## src/rtl/player_sprite_blitter.sv

```systemverilog
// Player sprite blitter: once per frame, draws the player box into the back
// half of a dual frame buffer and then requests a buffer swap.
// Optional feature macro: PLAYER_BLIT_ERASE_EN. When it is defined, the box
// drawn into a buffer two frames earlier is erased before the new box is drawn.
// When it is undefined, old boxes are left in place as trails.
module player_sprite_blitter #(
    parameter int unsigned SCREEN_W     = 640,
    parameter int unsigned SCREEN_H     = 480,
    parameter int unsigned SPRITE_SIZE  = 4,
    parameter logic [7:0]  SPRITE_COLOR = 8'hE0,
    parameter logic [7:0]  BG_COLOR     = 8'h00
) (
    input  logic        Clk,
    input  logic        Reset,
    input  logic        frame_start,
    input  logic [9:0]  PlayerX,
    input  logic [9:0]  PlayerY,
    output logic        wr_req,
    output logic [19:0] wr_addr,
    output logic [7:0]  wr_data,
    input  logic        wr_ack,
    output logic        front_buf,
    output logic        buf_swap,
    output logic        busy,
    output logic        frame_overrun
);

    localparam int unsigned       SPAN     = 2 * SPRITE_SIZE + 1;
    localparam int unsigned       CW       = $clog2(SPAN);
    localparam logic [CW-1:0]     LAST     = CW'(SPAN - 1);
    localparam logic signed [10:0] HALF    = 11'(SPRITE_SIZE);
    localparam logic signed [10:0] W_LIM   = 11'(SCREEN_W);
    localparam logic signed [10:0] H_LIM   = 11'(SCREEN_H);
    localparam logic [19:0]       BUF_SIZE = 20'(SCREEN_W * SCREEN_H);
    localparam logic [19:0]       PITCH    = 20'(SCREEN_W);

`ifdef PLAYER_BLIT_ERASE_EN
    typedef enum logic [2:0] {StIdle, StLatch, StErase, StDraw, StSwap} state_e;
`else
    typedef enum logic [1:0] {StIdle, StLatch, StDraw, StSwap} state_e;
`endif

    state_e              state_q, state_d;
    logic                front_q;
    logic                overrun_q;
    // Centre of the box currently being scanned, and the scan offsets within it
    logic signed [10:0]  sx_q, sy_q;
    logic [CW-1:0]       dx_q, dy_q;

    logic                back;
    logic                erasing;
    logic                scanning;
    logic                in_range;
    logic                advance;
    logic                scan_last;
    logic signed [10:0]  px, py;

`ifdef PLAYER_BLIT_ERASE_EN
    // Latched player centre plus the last box drawn into each buffer
    logic signed [10:0]  cx_q, cy_q;
    logic signed [10:0]  old_x_q [2];
    logic signed [10:0]  old_y_q [2];
    logic [1:0]          old_valid_q;

    assign erasing = (state_q == StErase);
`else
    assign erasing = 1'b0;
`endif

    assign back          = ~front_q;
    assign scanning      = (state_q == StDraw) || erasing;
    assign front_buf     = front_q;
    // Combinational so the pulse is seen on the same edge that toggles front_buf
    assign buf_swap      = (state_q == StSwap);
    assign busy          = (state_q != StIdle);
    assign frame_overrun = overrun_q;

    // Current pixel, clipping and write-port outputs
    always_comb begin
        px        = sx_q - HALF + $signed({{(11 - CW){1'b0}}, dx_q});
        py        = sy_q - HALF + $signed({{(11 - CW){1'b0}}, dy_q});
        in_range  = !px[10] && !py[10] && (px < W_LIM) && (py < H_LIM);
        wr_req    = scanning && in_range;
        wr_addr   = '0;
        wr_data   = '0;
        if (wr_req) begin
            wr_addr = (front_q ? 20'd0 : BUF_SIZE) + 20'(py[9:0]) * PITCH + 20'(px[9:0]);
            wr_data = erasing ? BG_COLOR : SPRITE_COLOR;
        end
        // Clipped pixels retire in one cycle without waiting for the arbiter
        advance   = !in_range || wr_ack;
        scan_last = scanning && advance && (dx_q == LAST) && (dy_q == LAST);
    end

    // Next-state logic for the per-frame sequence
    always_comb begin
        state_d = state_q;
        case (state_q)
            StIdle:  if (frame_start) state_d = StLatch;
`ifdef PLAYER_BLIT_ERASE_EN
            StLatch: state_d = old_valid_q[back] ? StErase : StDraw;
            StErase: if (scan_last) state_d = StDraw;
`else
            StLatch: state_d = StDraw;
`endif
            StDraw:  if (scan_last) state_d = StSwap;
            StSwap:  state_d = StIdle;
            default: state_d = StIdle;
        endcase
    end

    // State, scan counters, buffer select and overrun flag
    always_ff @(posedge Clk) begin
        if (Reset) begin
            state_q   <= StIdle;
            front_q   <= 1'b0;
            overrun_q <= 1'b0;
            sx_q      <= '0;
            sy_q      <= '0;
            dx_q      <= '0;
            dy_q      <= '0;
`ifdef PLAYER_BLIT_ERASE_EN
            cx_q        <= '0;
            cy_q        <= '0;
            old_valid_q <= '0;
`endif
        end else begin
            state_q <= state_d;
            if (frame_start && (state_q != StIdle)) overrun_q <= 1'b1;

            if (state_q == StLatch) begin
                dx_q <= '0;
                dy_q <= '0;
                sx_q <= $signed({1'b0, PlayerX});
                sy_q <= $signed({1'b0, PlayerY});
`ifdef PLAYER_BLIT_ERASE_EN
                cx_q <= $signed({1'b0, PlayerX});
                cy_q <= $signed({1'b0, PlayerY});
                if (old_valid_q[back]) begin
                    sx_q <= old_x_q[back];
                    sy_q <= old_y_q[back];
                end
`endif
            end

            if (scanning && advance) begin
                if (dx_q == LAST) begin
                    dx_q <= '0;
                    if (dy_q == LAST) begin
                        dy_q <= '0;
`ifdef PLAYER_BLIT_ERASE_EN
                        // Erase done: retarget the scan at the new centre
                        if (erasing) begin
                            sx_q <= cx_q;
                            sy_q <= cy_q;
                        end
`endif
                    end else begin
                        dy_q <= dy_q + 1'b1;
                    end
                end else begin
                    dx_q <= dx_q + 1'b1;
                end
            end

            if (state_q == StSwap) begin
                front_q <= ~front_q;
`ifdef PLAYER_BLIT_ERASE_EN
                old_x_q[back]     <= cx_q;
                old_y_q[back]     <= cy_q;
                old_valid_q[back] <= 1'b1;
`endif
            end
        end
    end

endmodule

```

## config.mk

```make
export PLATFORM = sky130hd
export DESIGN_NAME = player_sprite_blitter
export DESIGN_NICKNAME = d
export VERILOG_FILES = /design/src/rtl/player_sprite_blitter.sv
export SDC_FILE = /design/constraint.sdc
export NUM_CORES = 1
export LEC_CHECK = 0
export CORE_UTILIZATION = 40
export CTS_CLUSTER_SIZE = 10
export DETAILED_ROUTE_END_ITERATION = 7
export GPL_ROUTABILITY_DRIVEN = 1
export PLACE_DENSITY_LB_ADDON = 0.08
export SYNTH_ARGS = -nofsm -noshare
export SYNTH_HDL_FRONTEND = slang
export SYNTH_SLANG_ARGS = --single-unit
```

## constraint.sdc

```tcl
create_clock -name Clk -period 7.43 [get_ports Clk]
set_input_delay 1.486 -clock Clk [delete_from_list [all_inputs] [get_ports Clk]]
set_output_delay 1.486 -clock Clk [all_outputs]
set_load 0.01 [all_outputs]
```

=== Yosys cells after proc, flatten, opt, wreduce, memory -nomap -nowiden ===
Index checks and enable logic that the tools add are counted.

* Add/subtract/negate cells: 8
* $mul: 1
* $lt $le $gt $ge: 2
* Equal/unequal tests: 7
* Mux-type cells: 13
* Bitwise logic cells: 1
* Reduce and logical (&&, ||, !) cells: 16

{| class="wikitable"
|+ Operators with widths
! kind !! count
|-
| 4-bit two-way mux || 7
|-
| 11-bit by 5-bit adder with 11-bit output || 2
|-
| 10-bit by 3-bit subtractor with 11-bit output, second input constant || 2
|-
| 19-bit by 20-bit adder with 20-bit output || 1
|-
| 20-bit by 10-bit adder with 20-bit output || 1
|-
| 20-bit two-way mux || 1
|-
| 19-bit two-way mux || 1
|-
| 10-bit by 3-bit multiplier with 13-bit output, second input constant || 1
|-
| 11-bit by 10-bit < comparator with 1-bit output, second input constant || 1
|-
| 11-bit < comparator, second input constant || 1
|-
| 4-bit by 1-bit adder with 4-bit output, second input constant || 2
|-
| 4-bit == test, second input constant || 2
|-
| 1-bit logical AND || 8
|-
| 8-bit two-way mux || 1
|-
| 2-bit case mux with 4 select lines || 1
|-
| 2-bit == test, second input constant || 2
|-
| 2-bit two-way mux || 2
|-
| 2-bit nonzero test || 2
|-
| 1-bit logical NOT || 3
|-
| 2-bit by 1-bit == test with 1-bit output, second input constant || 1
|-
| 2-bit logical NOT || 1
|-
| 2-bit by 1-bit != test with 1-bit output, second input constant || 1
|-
| 2-bit != test, second input constant || 1
|-
| 2-bit AND reduction || 1
|-
| 2 further kinds || 2
|}

* Register bits after elaboration: 32
* Output and inout port bits: 33

=== Depth between registers and ports, before layout ===
Gate-level depths: netlist of run 1.

* Depth in word-level cells: 13
* Mapped depth: 20

=== Worst setup path before layout of run 1 ===
Ideal clock, no wire load.

* Path type: reg-to-output
* Start: register sy_q[1]
* End: output port wr_addr[18]
* Data arrival time: 4483 ps
* Setup slack: 1461 ps
* Cell stages (with the launch flop): 19
* Buffers on the path: 0
* Cell sequence: dfxtp_1 ha_1 ha_1 fa_1 xnor2_1 inv_1 ha_1 ha_1 fa_1 a21o_1 a21oi_1 o21ai_0 o211a_1 o21a_1 nor2_1 xnor2_1 ha_1 or4_1 a21oi_1

* Longest elaborated chain between the ends: 8
* Elaborated cells on any way between the ends: 12
* Those cells by class: add/sub: 4; mul: 1; order compare: 1; mux: 1; reduce/logical: 5

{| class="wikitable"
|+ Ends and longest elaborated chain
! what !! line !! text
|-
| start: declaration || 47 || <nowiki>logic signed [10:0] sx_q, sy_q;</nowiki>
|-
| start signal: assignment || 135 || <nowiki>sy_q <= $signed({1'b0, PlayerY});</nowiki>
|-
| 10-bit by 3-bit subtractor with 11-bit output (*) || 81 || <nowiki>py = sy_q - HALF + $signed({{(11 - CW){1'b0}}, dy_q});</nowiki>
|-
| 11-bit by 5-bit adder with 11-bit output (*) || 81 ||
|-
| parallel branches: the longest is 5 deep, another holds 19-bit by 20-bit adder with 20-bit output || - ||
|-
| 20-bit two-way mux (*) || 86 || <nowiki>if (wr_req) begin</nowiki>
|-
| end: declaration || 19 || <nowiki>output logic [19:0] wr_addr,</nowiki>
|}

Every way passes the cells marked *.

=== Worst setup path after layout of run 1 ===
* Start: register dy_q[2]
* End: output port wr_addr[18]

* Longest elaborated chain between the ends: 7
* Elaborated cells on any way between the ends: 11
* Those cells by class: add/sub: 3; mul: 1; order compare: 1; mux: 1; reduce/logical: 5

{| class="wikitable"
|+ Ends and longest elaborated chain
! what !! line !! text
|-
| start: declaration || 48 || <nowiki>logic [CW-1:0] dx_q, dy_q;</nowiki>
|-
| start signal: assignment || 159 || <nowiki>dy_q <= dy_q + 1'b1;</nowiki>
|-
| 11-bit by 5-bit adder with 11-bit output (*) || 81 ||
|-
| parallel branches: the longest is 5 deep, another holds 19-bit by 20-bit adder with 20-bit output || - ||
|-
| 20-bit two-way mux (*) || 86 ||
|}

Marked as above.

==> flow_summary_export.csv, run 1 <==
group,metric,value,unit
sta,final.setup.worst_slack,367,ps
hold_path,hold_path_end,"frame_overrun",
floorplanning,die-area,9120,um2
synthesis,yosys.area.top_type_share,19.3,%
synthesis,synth_area_leader_cell,"sky130_fd_sc_hd__ha_1",
synthesis,synthFlopType,"sky130_fd_sc_hd__dfxtp_1",
floorplanning,ioPinCount,57,
finish,postLayoutCoreUtil,50.0,%
floorplanning,core_area,8340,um2
clocking,cts_root_buffer_type,"sky130_fd_sc_hd__clkbuf_8",
synthesis,ys_async_sr_fraction,0,%
run_status,status,"finished clean",
finish,layout-drive-gt1-share,4.64,%
sta,worst_case_headroom_to_the_max_slew_limit,60.3,%
synthesis,share_of_synthesized_area_occupied_by_flip_flops_and_latches,18.3,%
setup_path,arrival,5580,ps
finish,synth_to_layout_area_growth,19.1,%
sta,slew_violations,0,
global_routing,number_of_antenna_violations_at_the_first_check_in_global_routing,0,
finish,most-common-layout-cells,"55 x sky130_fd_sc_hd__nor2_1, 54 x sky130_fd_sc_hd__ha_1, 51 x sky130_fd_sc_hd__clkdlybuf4s50_1",
sta,setup_total_negative_slack,0,ps
setup_path,critical-path-slowest-cell,"sky130_fd_sc_hd__clkdlybuf4s50_1",
global_routing,grt_pass1_vias,2835,
route,wl_met2,3560,um
clocking,clock_buffer_count_from_cts,5,
placement,detailed_place_hpwl,6090,um
clocking,cts_max_level,2,
global_routing,global_route.usage.total,18.0,%
sta,timing.final.crit_period,7060,ps
global_routing,maximum_number_of_pins_on_one_net_before_global_route_repair,42,
clocking,tritoncts_num_sinks,32,
setup_path,worstSetupEndpointType,"output pin",
setup_path,timing.critical_path.cells,"inv_1 > ha_1 > inv_1 > fa_1 > xnor2_1 > inv_1 > ha_1 > ha_1 > fa_1 > a21o_1 > a21oi_1 > o21ai_0 > o211a_1 > o21a_1 > nor2_1 > xnor2_1 > ha_1 > or4_1 > a21oi_1 > clkdlybuf4s50_1",
route,drt_first_iter_violations,99,
route,num_vias,3059,
setup_path,timing.critical_path.slowest_cell_delay,540,ps
setup_path,worst-setup-path-type,"reg2out",
sta,rsz_0062_raised_after_global_routing,"false",
synthesis,synth.distinct_cells,60,
placement,numPlacedInstances,571,
global_routing,first_pass_grt_wire_length,12900,um
sta,fin_worst_skew,6.30,ps
floorplanning,floorplan.initialDensity,41.9,%
synthesis,syn-mean-instance-area,8.19,um2
sta,timing_worst_slew_pin_value,589,ps
synthesis,synth.cell_area,3500,um2
run,cap_violations,0,
setup_path,timing.critical_path.fanout_max,4,
setup_path,crit_buf_inv,4,
finish,ff_latch_area,641,um2
synthesis,synth_edf_count,0,
finish,fillCellCount,821,
setup_path,rr_startpoint,"dx_q[1]",
synthesis,yosysWarnings,0,
clocking,cts_tree,"done",
route,topRoutingLayerUsed,"met4",
sta,finalHoldViolCount,0,
sta,clock.fmax,142,MHz
synthesis,postSynthRegisterBits,32,
placement,place.gp.congestion,0.860,
synthesis,postSynthCellCount,427,
hold_path,min-delay-start,"frame_overrun",
route,wirelength,7630,um
finish,mostFrequentLayoutCell,"sky130_fd_sc_hd__nor2_1",
finish,num-nets-final,555,
finish,n_diodes,0,
setup_path,ff2ff_setup_slack,3740,ps
setup_path,worst_r2r_endpoint,"dy_q[2]",
finish,area_of_the_multi_input_gates,2600,um2
route,viasPerCell,5.28,
synthesis,synth.top_cells.by_area,"sky130_fd_sc_hd__ha_1 19%, sky130_fd_sc_hd__dfxtp_1 18%, sky130_fd_sc_hd__mux2i_1 6.6%, sky130_fd_sc_hd__nor2_1 5.9%, sky130_fd_sc_hd__inv_1 4.7%",
route,first_pass_iters,4,
route,drc_errors,0,
setup_path,critical_path.most_common_cell,"sky130_fd_sc_hd__ha_1",
hold_path,worstHoldPathType,"reg2reg",
setup_path,timing.critical_path.required,5940,ps
clocking,cts.clk_slew.worst_paths,70,ps
hold_path,hold-path-cell-count,2,
placement,port_buffers,51,
sta,setup_violations,0,
clocking,worst_skew_pair.late_latency,280,ps
route,drt-met1-wl,3780,um
floorplanning,die_y,95.5,um
floorplanning,die_width,95.5,um
sta,final.period_utilization,95.1,%
placement,post-place-ws,709,ps
setup_path,worst_path_dominant_cell_family,"adder cells",
route,wl_per_cell,13.2,um
setup_path,cp-start-kind,"flop",
setup_path,ff2ff_path_depth,10,
route,dr_wl_met3,198,um
global_routing,grt_remaining_overflow,0,
finish,finalNonFillerCells,579,
floorplanning,placement_rows,33,
clocking,ctsLongestPathBuffers,2,
route,detail-route-antenna-nets,0,
## routing by layer
layer	global-route usage, %	up-vias
met5	0	-
met4	5.60	0
met3	2.55	6
met2	30.4	50
met1	23.4	1403
li1	-	1600
## final cells by class
class | count | area share, %
multi-input cells | 336 | 62.5
flip-flops and latches | 32 | 15.4
repair buffers | 54 | 12.8
inverters | 44 | 3.96
well taps | 105 | 3.15
clock buffers | 7 | 2.07
clock inverters | 1 | 0.180
## how the worst max path moves through the flow
| stage | slack, ps | depth (start not counted) | end | startpoint |
|---|---|---|---|---|
| floorplan | 1460 | 18 | wr_addr[18] | sy_q[1] |
| global placement | 800 | 20 | wr_addr[18] | dy_q[2] |
| detailed placement | 710 | 19 | wr_addr[18] | dy_q[1] |
| CTS | 380 | 20 | wr_addr[18] | dy_q[2] |
| global route | 20 | 20 | wr_addr[18] | dy_q[2] |
| finish | 370 | 20 | wr_addr[18] | dy_q[2] |
## registers in the layout, summed over array words and instances (netlist names)
name           count
dx_q               4
state_q            2
front_buf          1
sy_q              10
sx_q              10
dy_q               4
frame_overrun      1
## worst min-delay path: cells and delay by family (launching register included)
family / cells / cell delay [ps]
compound gates: 1 / 40
flops: 1 / 330
simple gates: 1 / 70
## cell families after synthesis
group	Yosys count	share of synthesized area, %
AOI/OAI and AO/OA	94	20.0
xor gates and xnor gates	29	7.65
adders and majority gates	58	21.6
buffers and inverters	63	7.83
DFF	32	18.3
muxes	23	6.58
other	1	0.107
and+or+nand+nor	127	17.9
## Yosys cell counts (all sizes together), types with 10 or more instances
cell type	number
a21oi	22
xnor2	18
buf	13
dfxtp	32
ha	54
nand2	15
and2	11
inv	44
mux2i	23
o21ai	10
nor2	55
xor2	10
a21o	13
## per-stage QoR
stage               cell area, um2  hold WS (ps)
finish                        4170           468
global route                  4170           517
CTS                           4160           476
detailed placement            4070           457
global placement              4070           450
floorplan                     3510           460
## what timing repair did
action,4_1_cts,5_1_grt
endpoints found under the setup margin,0,1
setup buffers,0,0
resized for setup,0,1
hold buffers,0,0
Power of run 1 is left out: the tool's default activity adds up to more than one toggle a clock period on the data nets, which glitch-free logic cannot reach.
==> inputs of run 2 (changes only) <==
--- a/config.mk
+++ b/config.mk
@@ -9,6 +9,7 @@
 export CTS_CLUSTER_SIZE = 10
 export DETAILED_ROUTE_END_ITERATION = 7
 export GPL_ROUTABILITY_DRIVEN = 1
+export GPL_TIMING_DRIVEN = 0
 export PLACE_DENSITY_LB_ADDON = 0.08
 export SYNTH_ARGS = -nofsm -noshare
 export SYNTH_HDL_FRONTEND = slang
==> constraint.sdc (replaced) <==
create_clock -name Clk -period 9.2 [get_ports Clk]
set_input_delay 1.84 -clock Clk [delete_from_list [all_inputs] [get_ports Clk]]
set_output_delay 1.84 -clock Clk [all_outputs]
set_load 0.01 [all_outputs]
==> flow_summary_export.csv, run 2 (same netlist as run 1, synthesis figures left out) <==
group,metric,value,unit
floorplanning,die_y,95.5,um
setup_path,critical_path.most_common_cell,"sky130_fd_sc_hd__ha_1",
route,dr_wl_met3,326,um
clocking,cts_max_level,2,
clocking,cts_tree,"done",
route,drt-met1-wl,3800,um
global_routing,maximum_number_of_pins_on_one_net_before_global_route_repair,13,
setup_path,worstSetupEndpointType,"output pin",
finish,n_diodes,0,
floorplanning,die_width,95.5,um
setup_path,crit_buf_inv,2,
setup_path,worst_path_dominant_cell_family,"adder cells",
floorplanning,placement_rows,33,
setup_path,critical-path-slowest-cell,"sky130_fd_sc_hd__clkdlybuf4s50_1",
finish,largest_registers,"sx_q: 10 flops, sy_q: 10 flops",
placement,port_buffers,51,
finish,layout-drive-gt1-share,5.32,%
finish,num-nets-final,571,
sta,slew_violations,0,
clocking,cts-hold-fix-buffers,0,
placement,post-place-ws,2090,ps
setup_path,timing.critical_path.fanout_max,4,
floorplanning,die-area,9120,um2
sta,final.period_utilization,80.5,%
setup_path,timing.critical_path.required,7360,ps
clocking,clock_buffer_count_from_cts,5,
floorplanning,floorplan.initialDensity,41.9,%
setup_path,cp-start-kind,"flop",
route,wl_per_cell,13.5,um
clocking,cts-resized-gates,0,
global_routing,number_of_antenna_violations_at_the_first_check_in_global_routing,0,
sta,worst_case_headroom_to_the_max_slew_limit,45.6,%
sta,finalHoldViolCount,0,
hold_path,worstHoldPathType,"reg2reg",
global_routing,grt_pass1_vias,2988,
setup_path,worst-setup-path-type,"reg2out",
clocking,tritoncts_num_sinks,32,
sta,timing_worst_slew_pin_value,816,ps
finish,most-common-layout-cells,"55 x sky130_fd_sc_hd__nor2_1, 54 x sky130_fd_sc_hd__ha_1, 51 x sky130_fd_sc_hd__clkdlybuf4s50_1",
route,drc_errors,0,
route,wirelength,8040,um
sta,timing.final.crit_period,7410,ps
setup_path,timing.critical_path.slowest_cell_delay,560,ps
route,num_vias,3129,
route,detail-route-antenna-nets,0,
clocking,cts_root_buffer_type,"sky130_fd_sc_hd__clkbuf_8",
setup_path,arrival,5570,ps
route,wl_met2,3800,um
floorplanning,core_area,8340,um2
sta,fin_worst_skew,8.78,ps
run_status,status,"finished clean",
clocking,worst_skew_pair.late_latency,280,ps
setup_path,timing.critical_path.cells,"ha_1 > ha_1 > fa_1 > xnor2_1 > inv_1 > ha_1 > ha_1 > fa_1 > a21o_1 > a21oi_1 > o21ai_0 > o211a_1 > o21a_1 > nor2_1 > xnor2_1 > ha_1 > or4_1 > a21oi_1 > clkdlybuf4s50_1",
sta,rsz_0062_raised_after_global_routing,"false",
route,topRoutingLayerUsed,"met4",
finish,synth_to_layout_area_growth,21.0,%
floorplanning,ioPinCount,57,
finish,mostFrequentLayoutCell,"sky130_fd_sc_hd__nor2_1",
placement,detailed_place_hpwl,6540,um
sta,clock.fmax,135,MHz
global_routing,grt_remaining_overflow,0,
sta,setup_total_negative_slack,0,ps
route,viasPerCell,5.27,
finish,fillCellCount,830,
placement,place.gp.congestion,0.853,
route,first_pass_iters,4,
clocking,ctsLongestPathBuffers,2,
clocking,post_cts_buffers,0,
route,drt_first_iter_violations,108,
global_routing,first_pass_grt_wire_length,13500,um
sta,final.setup.worst_slack,1790,ps
global_routing,global_route.usage.total,18.8,%
run,cap_violations,0,
clocking,cts.clk_slew.worst_paths,70,ps
sta,setup_violations,0,
-- run 2: worst reg2reg max path, stage by stage, from the launching register on --
cell                       delay [ps]
sky130_fd_sc_hd__dfxtp_1          330
sky130_fd_sc_hd__ha_1             280
sky130_fd_sc_hd__ha_1             240
sky130_fd_sc_hd__fa_1             420
sky130_fd_sc_hd__a21o_2           240
sky130_fd_sc_hd__a221oi_2         370
sky130_fd_sc_hd__mux2i_1          130
sky130_fd_sc_hd__o311a_1          400
sky130_fd_sc_hd__or4_1            570
sky130_fd_sc_hd__buf_6            160
sky130_fd_sc_hd__and3_1           140
sky130_fd_sc_hd__a211o_1          250
-- run 2: worst paths after layout --
path	startpoint	endpoint	cells after the start	slack, ps
worst max register to register	dx_q[1]	dy_q[2]	11	5570
worst max-delay path	dy_q[1]	wr_addr[18]	19	1790
worst min register to register	frame_overrun	frame_overrun	2	470
worst min-delay path	frame_overrun	frame_overrun	2	470
-- run 2: through the flow --
stage / hold WS (ps) / cell area [um2] / util (%) / cells
2_1_floorplan: 460 / 3510 / - / 431
3_3_place_gp: 450 / 4160 / 49.8 / 587
3_5_place_dp: 466 / 4160 / 49.8 / 587
4_1_cts: 483 / 4230 / 50.8 / 594
5_1_grt: 498 / 4230 / 50.8 / 594
6_report: 472 / 4230 / 50.8 / 594
-- run 2: final cells by class --
type | instances | area [um2] | share of cell area [%]
well taps | 105 | 131 | 3.10
repair buffers | 51 | 510 | 12.1
inverters | 44 | 165 | 3.90
clock inverters | 1 | 5.00 | 0.118
clock buffers | 6 | 72.6 | 1.71
plain buffers | 19 | 109 | 2.57
multi-input cells | 336 | 2600 | 61.4
flip-flops and latches | 32 | 641 | 15.1
-- run 2: metal layers --
layer | vias up | track usage [%]
li1 | 1627 | -
met1 | 1429 | 24.4
met2 | 66 | 33.0
met3 | 7 | 2.07
met4 | 0 | 4.60
met5 | - | 0
Power of run 2 is left out for the same reason.
